## config.mk

```make
export PLATFORM = sky130hd
export DESIGN_NAME = token_lexer
export DESIGN_NICKNAME = d
export VERILOG_FILES = /design/src/rtl/token_lexer.sv
export SDC_FILE = /design/constraint.sdc
export NUM_CORES = 1
export LEC_CHECK = 0
export ABC_AREA = 1
export BUFFER_PORTS_ARGS = -buffer_cell sky130_fd_sc_hd__buf_2
export CORE_ASPECT_RATIO = 1.4
export CORE_MARGIN = 8
export CORE_UTILIZATION = 57
export DETAILED_ROUTE_END_ITERATION = 7
export GPL_TIMING_DRIVEN = 1
export PLACE_DENSITY = 0.81
export SLEW_MARGIN = 10
export SYNTH_ARGS = -nofsm -noshare
export SYNTH_HDL_FRONTEND = slang
export SYNTH_SLANG_ARGS = --single-unit
```

## constraint.sdc

```tcl
create_clock -name clk_i -period 4 [get_ports clk_i]
set_clock_uncertainty 0.1 [all_clocks]
set_input_delay 0.2 -clock clk_i [delete_from_list [all_inputs] [get_ports clk_i]]
set_output_delay 0.2 -clock clk_i [all_outputs]
set_load 0.05 [all_outputs]
```

## src/rtl/token_lexer.sv

```systemverilog
// Streaming lexer: splits an ASCII byte stream at delimiters and classifies each token.
// Build option: define TOKEN_LEXER_UNDERSCORE_EN to treat '_' (0x5F) as a letter.
module token_lexer #(
  parameter  int MAX_LEN = 16,
  parameter  int CNT_W   = 8,
  localparam int LEN_W   = $clog2(MAX_LEN + 1)
) (
  input  logic             clk_i,
  input  logic             reset_i,
  input  logic             in_valid_i,
  input  logic [7:0]       char_i,
  output logic             tok_valid_o,
  output logic [1:0]       tok_kind_o,
  output logic [LEN_W-1:0] tok_len_o,
  output logic             in_ident_o,
  output logic [CNT_W-1:0] tok_count_o
);

  typedef enum logic [1:0] {
    S_IDLE,
    S_IDENT,
    S_NUM,
    S_BAD
  } state_e;

  localparam logic [1:0]       K_NONE  = 2'b00;
  localparam logic [1:0]       K_IDENT = 2'b01;
  localparam logic [1:0]       K_NUM   = 2'b10;
  localparam logic [1:0]       K_BAD   = 2'b11;
  localparam logic [LEN_W-1:0] LEN_MAX = LEN_W'(MAX_LEN);
  localparam logic [LEN_W-1:0] LEN_ONE = LEN_W'(1);
  localparam logic [CNT_W-1:0] CNT_MAX = '1;

  state_e           state_q, state_d;
  logic [LEN_W-1:0] len_q, len_d;
  logic             tok_valid_q;
  logic [1:0]       tok_kind_q;
  logic [LEN_W-1:0] tok_len_q;
  logic             in_ident_q;
  logic [CNT_W-1:0] tok_count_q, tok_count_d;
  logic             emit_d;
  logic [1:0]       emit_kind_d;

  logic             is_letter;
  logic             is_digit;
  logic             is_word;
  logic             len_at_max;
  logic [LEN_W-1:0] len_inc;

  always_comb begin
    is_letter = ((char_i >= 8'h41) && (char_i <= 8'h5A)) ||
                ((char_i >= 8'h61) && (char_i <= 8'h7A));
`ifdef TOKEN_LEXER_UNDERSCORE_EN
    is_letter = is_letter || (char_i == 8'h5F);
`else
    is_letter = is_letter && (char_i != 8'h5F);
`endif
    is_digit   = (char_i >= 8'h30) && (char_i <= 8'h39);
    is_word    = is_letter || is_digit;
    len_at_max = (len_q == LEN_MAX);
    len_inc    = len_at_max ? len_q : len_q + LEN_ONE;
  end

  // Next-state and emission decision for the accepted character.
  always_comb begin
    state_d     = state_q;
    len_d       = len_q;
    emit_d      = 1'b0;
    emit_kind_d = K_NONE;
    if (in_valid_i) begin
      case (state_q)
        S_IDLE: begin
          if (is_letter) begin
            state_d = S_IDENT;
            len_d   = LEN_ONE;
          end else if (is_digit) begin
            state_d = S_NUM;
            len_d   = LEN_ONE;
          end
        end
        S_IDENT: begin
          if (is_word) begin
            state_d = len_at_max ? S_BAD : S_IDENT;
            len_d   = len_inc;
          end else begin
            state_d     = S_IDLE;
            len_d       = '0;
            emit_d      = 1'b1;
            emit_kind_d = K_IDENT;
          end
        end
        S_NUM: begin
          if (is_digit) begin
            state_d = len_at_max ? S_BAD : S_NUM;
            len_d   = len_inc;
          end else if (is_letter) begin
            state_d = S_BAD;
            len_d   = len_inc;
          end else begin
            state_d     = S_IDLE;
            len_d       = '0;
            emit_d      = 1'b1;
            emit_kind_d = K_NUM;
          end
        end
        S_BAD: begin
          if (is_word) begin
            len_d = len_inc;
          end else begin
            state_d     = S_IDLE;
            len_d       = '0;
            emit_d      = 1'b1;
            emit_kind_d = K_BAD;
          end
        end
        default: begin
          state_d = S_IDLE;
          len_d   = '0;
        end
      endcase
    end
  end

  // Malformed tokens are reported but never counted; the counter sticks at all-ones.
  always_comb begin
    tok_count_d = tok_count_q;
    if (emit_d && (emit_kind_d != K_BAD) && (tok_count_q != CNT_MAX)) begin
      tok_count_d = tok_count_q + CNT_W'(1);
    end
  end

  always_ff @(posedge clk_i) begin
    if (reset_i) begin
      state_q     <= S_IDLE;
      len_q       <= '0;
      tok_valid_q <= 1'b0;
      tok_kind_q  <= K_NONE;
      tok_len_q   <= '0;
      in_ident_q  <= 1'b0;
      tok_count_q <= '0;
    end else begin
      state_q     <= state_d;
      len_q       <= len_d;
      tok_valid_q <= emit_d;
      if (emit_d) begin
        tok_kind_q <= emit_kind_d;
        tok_len_q  <= len_q;
      end
      in_ident_q  <= (state_d == S_IDENT);
      tok_count_q <= tok_count_d;
    end
  end

  assign tok_valid_o = tok_valid_q;
  assign tok_kind_o  = tok_kind_q;
  assign tok_len_o   = tok_len_q;
  assign in_ident_o  = in_ident_q;
  assign tok_count_o = tok_count_q;

endmodule

```

# ---- Word level (Yosys, flattened, before mapping)
# Index checks and enable logic that the tools add are counted.
dict set report totals {
  input_bits 11
  register_bits 24
  word_cells 63
}
dict set report classes {
  n_lt_le_gt_ge 6
  n_reduce_logical 11
  n_eq_ne 9
  addsub 2
  n_mux 28
}
# op count
set ops {}
lappend ops {{two-way mux 5 bit} 6}
lappend ops {{two-way mux 2 bit} 12}
lappend ops {{>= comparator 8 x 7 -> 1 bit (second input constant)} 2}
lappend ops {{less-or-equal comparator 8 x 7 -> 1 bit (second input constant)} 2}
lappend ops {{case mux 5 bit (3 select lines)} 1}
lappend ops {{adder 8 x 1 -> 8 bit (second input constant)} 1}
lappend ops {{>= comparator 8 x 6 -> 1 bit (second input constant)} 1}
lappend ops {{less-or-equal comparator 8 x 6 -> 1 bit (second input constant)} 1}
lappend ops {{inequality test 8 x 7 -> 1 bit (second input constant)} 1}
lappend ops {{inequality test 8 bit (second input constant)} 1}
lappend ops {{case mux 2 bit (4 select lines)} 1}
lappend ops {{logical AND 1 bit} 6}
lappend ops {{two-way mux 1 bit} 6}
lappend ops {{case mux 2 bit (3 select lines)} 1}
lappend ops {{adder 5 x 1 -> 5 bit (second input constant)} 1}
lappend ops {{== test 5 bit (second input constant)} 1}
lappend ops {{== test 2 x 1 -> 1 bit (second input constant)} 2}
lappend ops {{== test 2 bit (second input constant)} 2}
lappend ops {{inequality test 3 bit (second input constant)} 1}
lappend ops {{logical NOT 2 bit} 1}
lappend ops {{logical OR 1 bit} 2}
lappend ops {{inequality test 2 bit (second input constant)} 1}
lappend ops {{case mux 1 bit (2 select lines)} 1}
lappend ops {{AND reduction 2 bit} 1}
lappend ops {{OR reduction 2 bit} 1}

# ---- Longest topological paths before layout
# Gate-level depths: netlist (run 1).
dict set report depth {
  depth_word 11
  depth_mapped 11
  ltp_nobuf 11
}

# ---- Worst setup path after synthesis (run 1)
# OpenSTA, ideal clock, no wires.
dict set report synth_path {
  path_type {register -> register}
  from {register tok_count_q[1], in the netlist tok_count_o[1]}
  to {register tok_count_q[0], in the netlist tok_count_o[0]}
  n_path_buf 0
  t_arrival_ns 1.779
  path_slack_ns 2.007
  synth_period_minus_slack_ns 1.993
  stages_incl_launch_ff 9
  required_time_ns 3.787
  cell_sequence {dfxtp_1 ha_1 nand3_1 nor2_1 nand3_1 nand3_4 nand2_1 nand2_1 nor2_1}
}
dict set report synth_between {
  elab_chain_cells 2
}
# element line
set synth_lines {}
lappend synth_lines {{from (decl)} 40} ;# logic [CNT_W-1:0] tok_count_q, tok_count_d;
lappend synth_lines {{from (signal assigned)} 150} ;# tok_count_q <= tok_count_d;
lappend synth_lines {{inequality test 8 bit} 127} ;# if (emit_d && (emit_kind_d != K_BAD) && (tok_count_q != CNT_MAX)) begin
lappend synth_lines {{logical AND 1 bit} 127}
# No other way between the ends.
# A chain may end at the register's enable or synchronous reset.

# ---- Worst setup path in the final report (run 1)
dict set report layout_path {
  from {register tok_count_q[0], in the netlist tok_count_o[0]}
  to {register tok_count_q[0], in the netlist tok_count_o[0]}
}
dict set report layout_between {
  elab_chain_cells 2
  elab_cells_between_ends 3
}
# element
set layout_lines {}
lappend layout_lines {{branches (longest 2 deep; another with adder 8 x 1 -> 8 bit)}}
# Parallel ways; which one is timed is not known.

==> results of run 1 <==
flip-flops by register name, summed over array words and instances, names as in the netlist:
signal       cells
tok_count_o      8
len_q            5
tok_len_o        5
state_q          2
tok_kind_o       2
in_ident_o       1
tok_valid_o      1
where the power goes:
group | switching [mW] | total, mW | internal, mW
Clock | 0.0744 | 0.176 | 0.101
Sequential | 0.00349 | 0.247 | 0.243
Combinational | 0.0410 | 0.0578 | 0.0168
placed cells by master (no fill, tap or decap):
master / synthesis / final
nand4_2: 1 / 1
o21ai_0: 3 / 3
buf_2: 1 / 27
and2_1: 1 / 1
nand2_1: 37 / 37
o211ai_1: 1 / 1
clkbuf_4: 0 / 3
inv_1: 16 / 16
a21oi_1: 21 / 21
nand4_1: 9 / 9
o21ai_2: 1 / 1
or2_2: 2 / 2
xor2_1: 4 / 4
nor3_1: 2 / 2
xnor2_1: 3 / 3
nand2_4: 2 / 2
o21ai_4: 1 / 1
nor2_4: 1 / 1
nor2_1: 18 / 18
dfxtp_1: 24 / 24
nand3_1: 10 / 10
nand3_2: 2 / 2
o22ai_1: 1 / 1
bufinv_16: 0 / 1
nor2_8: 1 / 1
inv_2: 1 / 1
nand3_4: 1 / 1
ha_1: 3 / 3
cells by family (layout without fill, tap and decap cells):
logic type	Yosys count	after routing	share of synthesized area
AND/OR/NAND/NOR	87	87	0.349
XOR/XNOR	7	7	0.0481
AO/OA/AOI/OAI	28	28	0.125
adder cells (fa/ha/maj)	3	3	0.0294
buffers and inverters	21	48	0.0716
flip-flops	24	24	0.377
worst min-delay path by stage:
stage | from | to | slack [ps] | cells past startpoint
after floorplan | reset_i | tok_count_o[0] | 260 | 3
after global placement | tok_kind_o[0] | tok_kind_o[0] | 350 | 2
after detailed placement | tok_kind_o[1] | tok_kind_o[1] | 350 | 2
after CTS | in_valid_i | len_q[0] | 130 | 3
after global routing | in_valid_i | len_q[0] | 150 | 3
final | in_valid_i | len_q[0] | 140 | 3
routing by layer:
layer	track usage	part of all wire	up-vias
met5	0	0	-
met4	0.0670	0.0079	0
met3	0.0227	0.041	4
met2	0.281	0.56	25
met1	0.142	0.39	565
li1	-	-	618
per-stage QoR:
step | cell area, µm² | power, mW
6_report | 1460 | 0.480
5_1_grt | 1460 | 0.497
4_1_cts | 1460 | 0.483
3_5_place_dp | 1410 | 0.309
3_3_place_gp | 1410 | 0.307
2_1_floorplan | 1270 | 0.296
critical path: cells and delay by family, from the launching register on:
family | cells | cell delay, ps
and+or+nand+nor | 7 | 980
DFF | 1 | 400
adders and majority gates | 1 | 220
area by class of cell:
| cell class | count | area, µm² | share of cell area |
|---|---|---|---|
| clock buffer | 3 | 22.5 | 0.0154 |
| clock inverter | 1 | 30.0 | 0.0205 |
| inverter | 17 | 63.8 | 0.0436 |
| multi-input combinational | 125 | 703 | 0.481 |
| sequential | 24 | 480 | 0.328 |
| tap | 22 | 27.5 | 0.0188 |
| timing repair buffer | 27 | 135 | 0.0924 |
==> flow_summary_export.csv, run 1 <==
group,metric,value,unit
critical_path,critical-path-max-stage-delay,400,ps
clock_tree,holdBufCountCts,0,
placement,placedCellCount,215,
drt,vias,1212,
synth,synthDominantAreaCellType,"dfxtp_1",
synth,synth.area.top_cells,"dfxtp_1 (38%), nand2_1 (11%), a21oi_1 (8.2%)",
clock_tree,clkLatencyLatePin,320,ps
critical_path,timing.critical_path.cells,"ha_1 -> nand3_1 -> nor2_1 -> nand3_1 -> nand3_4 -> nand2_1 -> nand2_1 -> nor2_1",
clock_tree,tritoncts,"yes",
synth,postSynthCellCount,170,
final_layout,drive_gt1_frac,0.223,
floorplan,dieHeight,72.0,µm
clock_tree,postCtsSetupRepairBufs,0,
synth,ys_types,28,
critical_path,worst_path_max_delay_cell,"dfxtp_1",
floorplan,die_width,56.0,µm
grt,number_of_global_route_vias_before_repair,1205,
critical_path,critPathRequiredTime,4120,ps
drt,finalWirelength,2.92,mm
final_layout,insertedDiodeCount,0,
drt,antenna_violating_nets_post_route,0,
floorplan,fp-row-count,20,
placement,pre_cts_slack,2240,ps
synth,ys_top_cells_by_count,"nand2_1 (37), dfxtp_1 (24), a21oi_1 (21)",
sta,setup-violations-final,0,
critical_path,critical_path.startpoint_type,"flip-flop",
drt,routed_wire_length_per_instance,13.3,µm
floorplan,io_pins,28,
sta,min_period,1780,ps
final_layout,flow.area_growth_from_synthesis,14.7,%
final_layout,finish.utilization,0.680,
grt,antenna_violations_before_repair,0,
hold_path,min-delay-path-class,"input pin to flip-flop",
critical_path,reg2reg_setup_slack,2220,ps
power_and_ir_drop,cellPowerDensity,328,nW/µm²
final_layout,finalNetCount,212,
synth,ys.flop_type,"dfxtp_1",
grt,combined_global_route_utilization_of_all_metal_layers,0.144,
sta,worst_pin_slew,391,ps
synth,synth_seq_cells,24,
sta,setup_tns,0,ps
floorplan,core_region_area,2150,µm²
synth,synth_async_sr_flop_share,0,
drt,dr.pass1.iters,4,
grt,grt_remaining_overflow,0,
placement,gp_congestion,0.869,
synth,seq_area_frac_synth,0.377,
sta,fin_hold_ws,140,ps
critical_path,critical_path_startpoint,"tok_count_o[0]",
synth,postSynthNetCount,184,
critical_path,crit_path_end,"tok_count_o[0]",
synth,cell_with_the_most_instances_after_synthesis,"nand2_1",
floorplan,floorplan.die_area,4030,µm²
critical_path,crit_path_arrival_time,1900,ps
critical_path,endpoint_type_of_the_worst_setup_path,"flip-flop",
power_and_ir_drop,leakage,0.634,nW
synth,syn_area_per_cell,7.50,µm²
synth,synth_largest_type_area_fraction,0.377,
sta,final_min_period_over_clock_period,0.446,
critical_path,timing.rr.end,"tok_count_o[0]",
clock_tree,tritoncts.num_buffers,3,
drt,residual_drc_count,0,
sta,unrepaired_setup_endpoints_after_global_routing,"false",
status,run_status,"completed",
clock_tree,cts_buffer_depth,2,
final_layout,fin_cells,219,
critical_path,ws_path_type,"flip-flop to flip-flop",
placement,detailed_place_hpwl,2.23,mm
drt,routed_via_density,5.53,
clock_tree,cts_repair_resize_count,0,
power_and_ir_drop,irDropWorstVdd,0.234,mV
synth,mappedNetlistArea,1270,µm²
critical_path,timing.rr.start,"tok_count_o[0]",
flow_run,maxCapViolCount,0,
drt,dr.first_iter.drc_count,41,
sta,timing_hold_violations_final,0,
final_layout,fillCellCount,185,
sta,final.setup.worst_slack,2220,ps
synth,synth-edff-count,0,
clock_tree,clk_root_buffer_cell,"clkbuf_4",
sta,timing_max_transition_violations_final,0,
clock_tree,clock_sink_count,24,
critical_path,reg2regPathDepth,8,
synth,yosys_warnings,0,
grt,first_pass_grt_wire_length,5.04,mm
sta,max_freq,561,MHz
grt,grt_start_max_net_pins,22,
clock_tree,cts_htree_levels,1,
placement,port_buffers,27,
critical_path,path_max_fanout,9,
sta,slew_headroom,0.739,
clock_tree,clkSlewWorstSetupHoldPaths,130,ps
floorplan,start_util,0.592,
(Power assumes the default switching activity.)
==> run 2, diff against run 1 <==
Settings changed: ABC_AREA 1 to 0, CORE_UTILIZATION 57 to 47, PLACE_DENSITY 0.81 to 0.72.
Clock period 4 ns to 1.6 ns, I/O delays scaled along.
==> run 2 against run 1 <==
  * The run now ends with negative setup slack left
  * Critical path depth decreased by 2
  * Register-to-register slack got worse by 2400 ps
  * Worst hold slack got worse by 1.2 ps
  * Area after synthesis decreased by 5.9%
  * Sequential share of layout area decreased by 5.7 points
  * Maximum frequency increased by 2.8%
  * Global-route usage increased by 1.9 points
  * Die area increased by 10%
  * Synthesized cell count decreased by 19%
  * Cell area increased by 29%
  * Critical endpoint is now tok_count_o[7]
  * Clock power increased to 2.6 times the previous value
==> flow_summary_export.csv, run 2 <==
group,metric,value,unit
status,run_status,"finished with violations",
status,failed_checks,"negative setup slack",
power_and_ir_drop,cellPowerDensity,697,nW/µm²
power_and_ir_drop,total_power,1.32,mW
final_layout,insertedDiodeCount,0,
sta,setup-violations-final,7,
sta,timing_max_transition_violations_final,0,
synth,synth_seq_cells,24,
drt,dr.pass1.iters,4,
grt,combined_global_route_utilization_of_all_metal_layers,0.163,
sta,final.setup.worst_slack,-135,ps
hold_path,min-delay-path-class,"input pin to flip-flop",
final_layout,largest_register_ff_count,8,
drt,routed_via_density,5.50,
clock_tree,tritoncts.num_buffers,3,
synth,synth_async_sr_flop_share,0,
synth,yosys_warnings,0,
drt,vias,1271,
synth,syn_area_per_cell,8.76,µm²
floorplan,core_region_area,2420,µm²
critical_path,path_max_fanout,5,
grt,grt_remaining_overflow,0,
synth,synth-edff-count,0,
sta,unrepaired_setup_endpoints_after_global_routing,"true",
critical_path,critPathRequiredTime,1780,ps
power_and_ir_drop,irDropWorstVdd,0.565,mV
synth,seq_area_frac_synth,0.400,
synth,ys_types,42,
drt,routed_wire_length_per_instance,15.6,µm
sta,worst_pin_slew,660,ps
drt,antenna_violating_nets_post_route,0,
placement,pre_cts_slack,-300,ps
final_layout,mostFrequentLayoutCells,"buf_4 (30), buf_2 (27), dfxtp_1 (15)",
synth,synthDominantAreaCellType,"dfxtp_1",
clock_tree,clock_sink_count,24,
sta,final_min_period_over_clock_period,1.08,
sta,slew_headroom,0.556,
floorplan,start_util,0.496,
final_layout,fillCellCount,180,
final_layout,finalNetCount,212,
synth,ys_top_cells_by_count,"dfxtp_1 (24), nor2_1 (14), o21ai_0 (11)",
floorplan,fp-row-count,21,
sta,timing_hold_violations_final,0,
synth,ys.flop_type,"dfxtp_1",
drt,finalWirelength,3.61,mm
final_layout,drive_gt1_frac,0.503,
floorplan,dieHeight,75.8,µm
placement,gp_congestion,0.841,
placement,port_buffers,27,
drt,dr.first_iter.drc_count,28,
critical_path,ws_path_type,"flip-flop to flip-flop",
clock_tree,clk_root_buffer_cell,"clkbuf_4",
placement,detailed_place_hpwl,2.49,mm
synth,postSynthNetCount,151,
grt,antenna_violations_before_repair,0,
synth,cell_with_the_most_instances_after_synthesis,"dfxtp_1",
final_layout,layout_commonest_cell,"buf_4",
power_and_ir_drop,leakage,0.823,nW
synth,synth.area.top_cells,"dfxtp_1 (40%), mux2i_1 (5.0%), o21ai_0 (4.6%)",
critical_path,endpoint_type_of_the_worst_setup_path,"flip-flop",
final_layout,flow.area_growth_from_synthesis,57.4,%
sta,fin_hold_ws,138,ps
flow_run,maxCapViolCount,0,
floorplan,io_pins,28,
sta,min_period,1730,ps
drt,residual_drc_count,0,
clock_tree,clkSlewWorstSetupHoldPaths,140,ps
grt,first_pass_grt_wire_length,5.71,mm
clock_tree,cts_buffer_depth,2,
synth,mappedNetlistArea,1200,µm²
synth,synth_largest_type_area_fraction,0.400,
clock_tree,cts_htree_levels,1,
floorplan,die_width,58.7,µm
clock_tree,clkLatencyLatePin,330,ps
grt,grt_start_max_net_pins,15,
grt,number_of_global_route_vias_before_repair,1313,
critical_path,crit_path_arrival_time,1920,ps
critical_path,critical_path.startpoint_type,"flip-flop",
synth,postSynthCellCount,137,
final_layout,finish.utilization,0.781,
sta,max_freq,576,MHz
floorplan,floorplan.die_area,4450,µm²
clock_tree,tritoncts,"yes",
[run 2: cells by family (layout without fill, tap and decap cells)]
family          count (synthesis)  count (layout)  share of synthesized area
compound gates                 43              44                      0.249
xor+xnor                        2               2                     0.0146
fa+ha+maj                       3               3                     0.0313
buf+inv                        10              69                     0.0375
flops                          24              24                      0.400
mux                             6               6                     0.0501
simple gates                   49              49                      0.217
[run 2: path summary, 6_finish.rpt]
check	from	end	slack, ps	cells after the start
min	in_valid_i	state_q[1]	140	4
min reg2reg	tok_len_o[4]	tok_len_o[4]	410	2
max	tok_count_o[0]	tok_count_o[7]	-130	6
max reg2reg	tok_count_o[0]	tok_count_o[7]	-130	6
[run 2: layer usage]
metal	wire (µm)	GRT usage	share of wire	vias up
li1	-	-	-	631
met1	1330	0.157	0.37	605
met2	2060	0.321	0.57	25
met3	122	0.0236	0.034	10
met4	93	0.0907	0.026	0
met5	0	0	0	-
[run 2: repair_timing]
item	in CTS	in global routing
gates cloned	1	0
hold buffers	1	0
buffers inserted	2	0
pin swaps	7	9
gates resized for setup	12	12
endpoints found under the setup margin	9	16
endpoints found under the hold margin	9	0
[run 2: layout make-up]
type	count	area, µm²	area share
Multi-Input combinational cell	104	858	0.455
Sequential cell	24	512	0.271
Timing Repair Buffer	60	402	0.213
Tap cell	34	42.5	0.0225
Clock inverter	1	30.0	0.0159
Clock buffer	3	22.5	0.0119
Inverter	5	21.3	0.0113
[run 2: stage by stage]
stage	setup TNS, ps	cells	area, µm²
3_3_place_gp	-2210	223	1690
4_1_cts	-428	231	1840
2_1_floorplan	-243	137	1300
5_1_grt	-1170	231	1890
6_report	-589	231	1890
3_5_place_dp	-2970	223	1690
[run 2: where the power goes]
group          switching [mW]  total, mW  internal [mW]
combinational           0.146      0.253          0.107
sequential            0.00929      0.609          0.600
clock                   0.200      0.454          0.254
[run 2: worst max-delay path, stage by stage, from the launching register on]
cell and delay (ps):
dfxtp_4 380, ha_4 170, a41oi_4 280, o211ai_4 150, buf_6 170, or3_1 320
a21oi_2 120
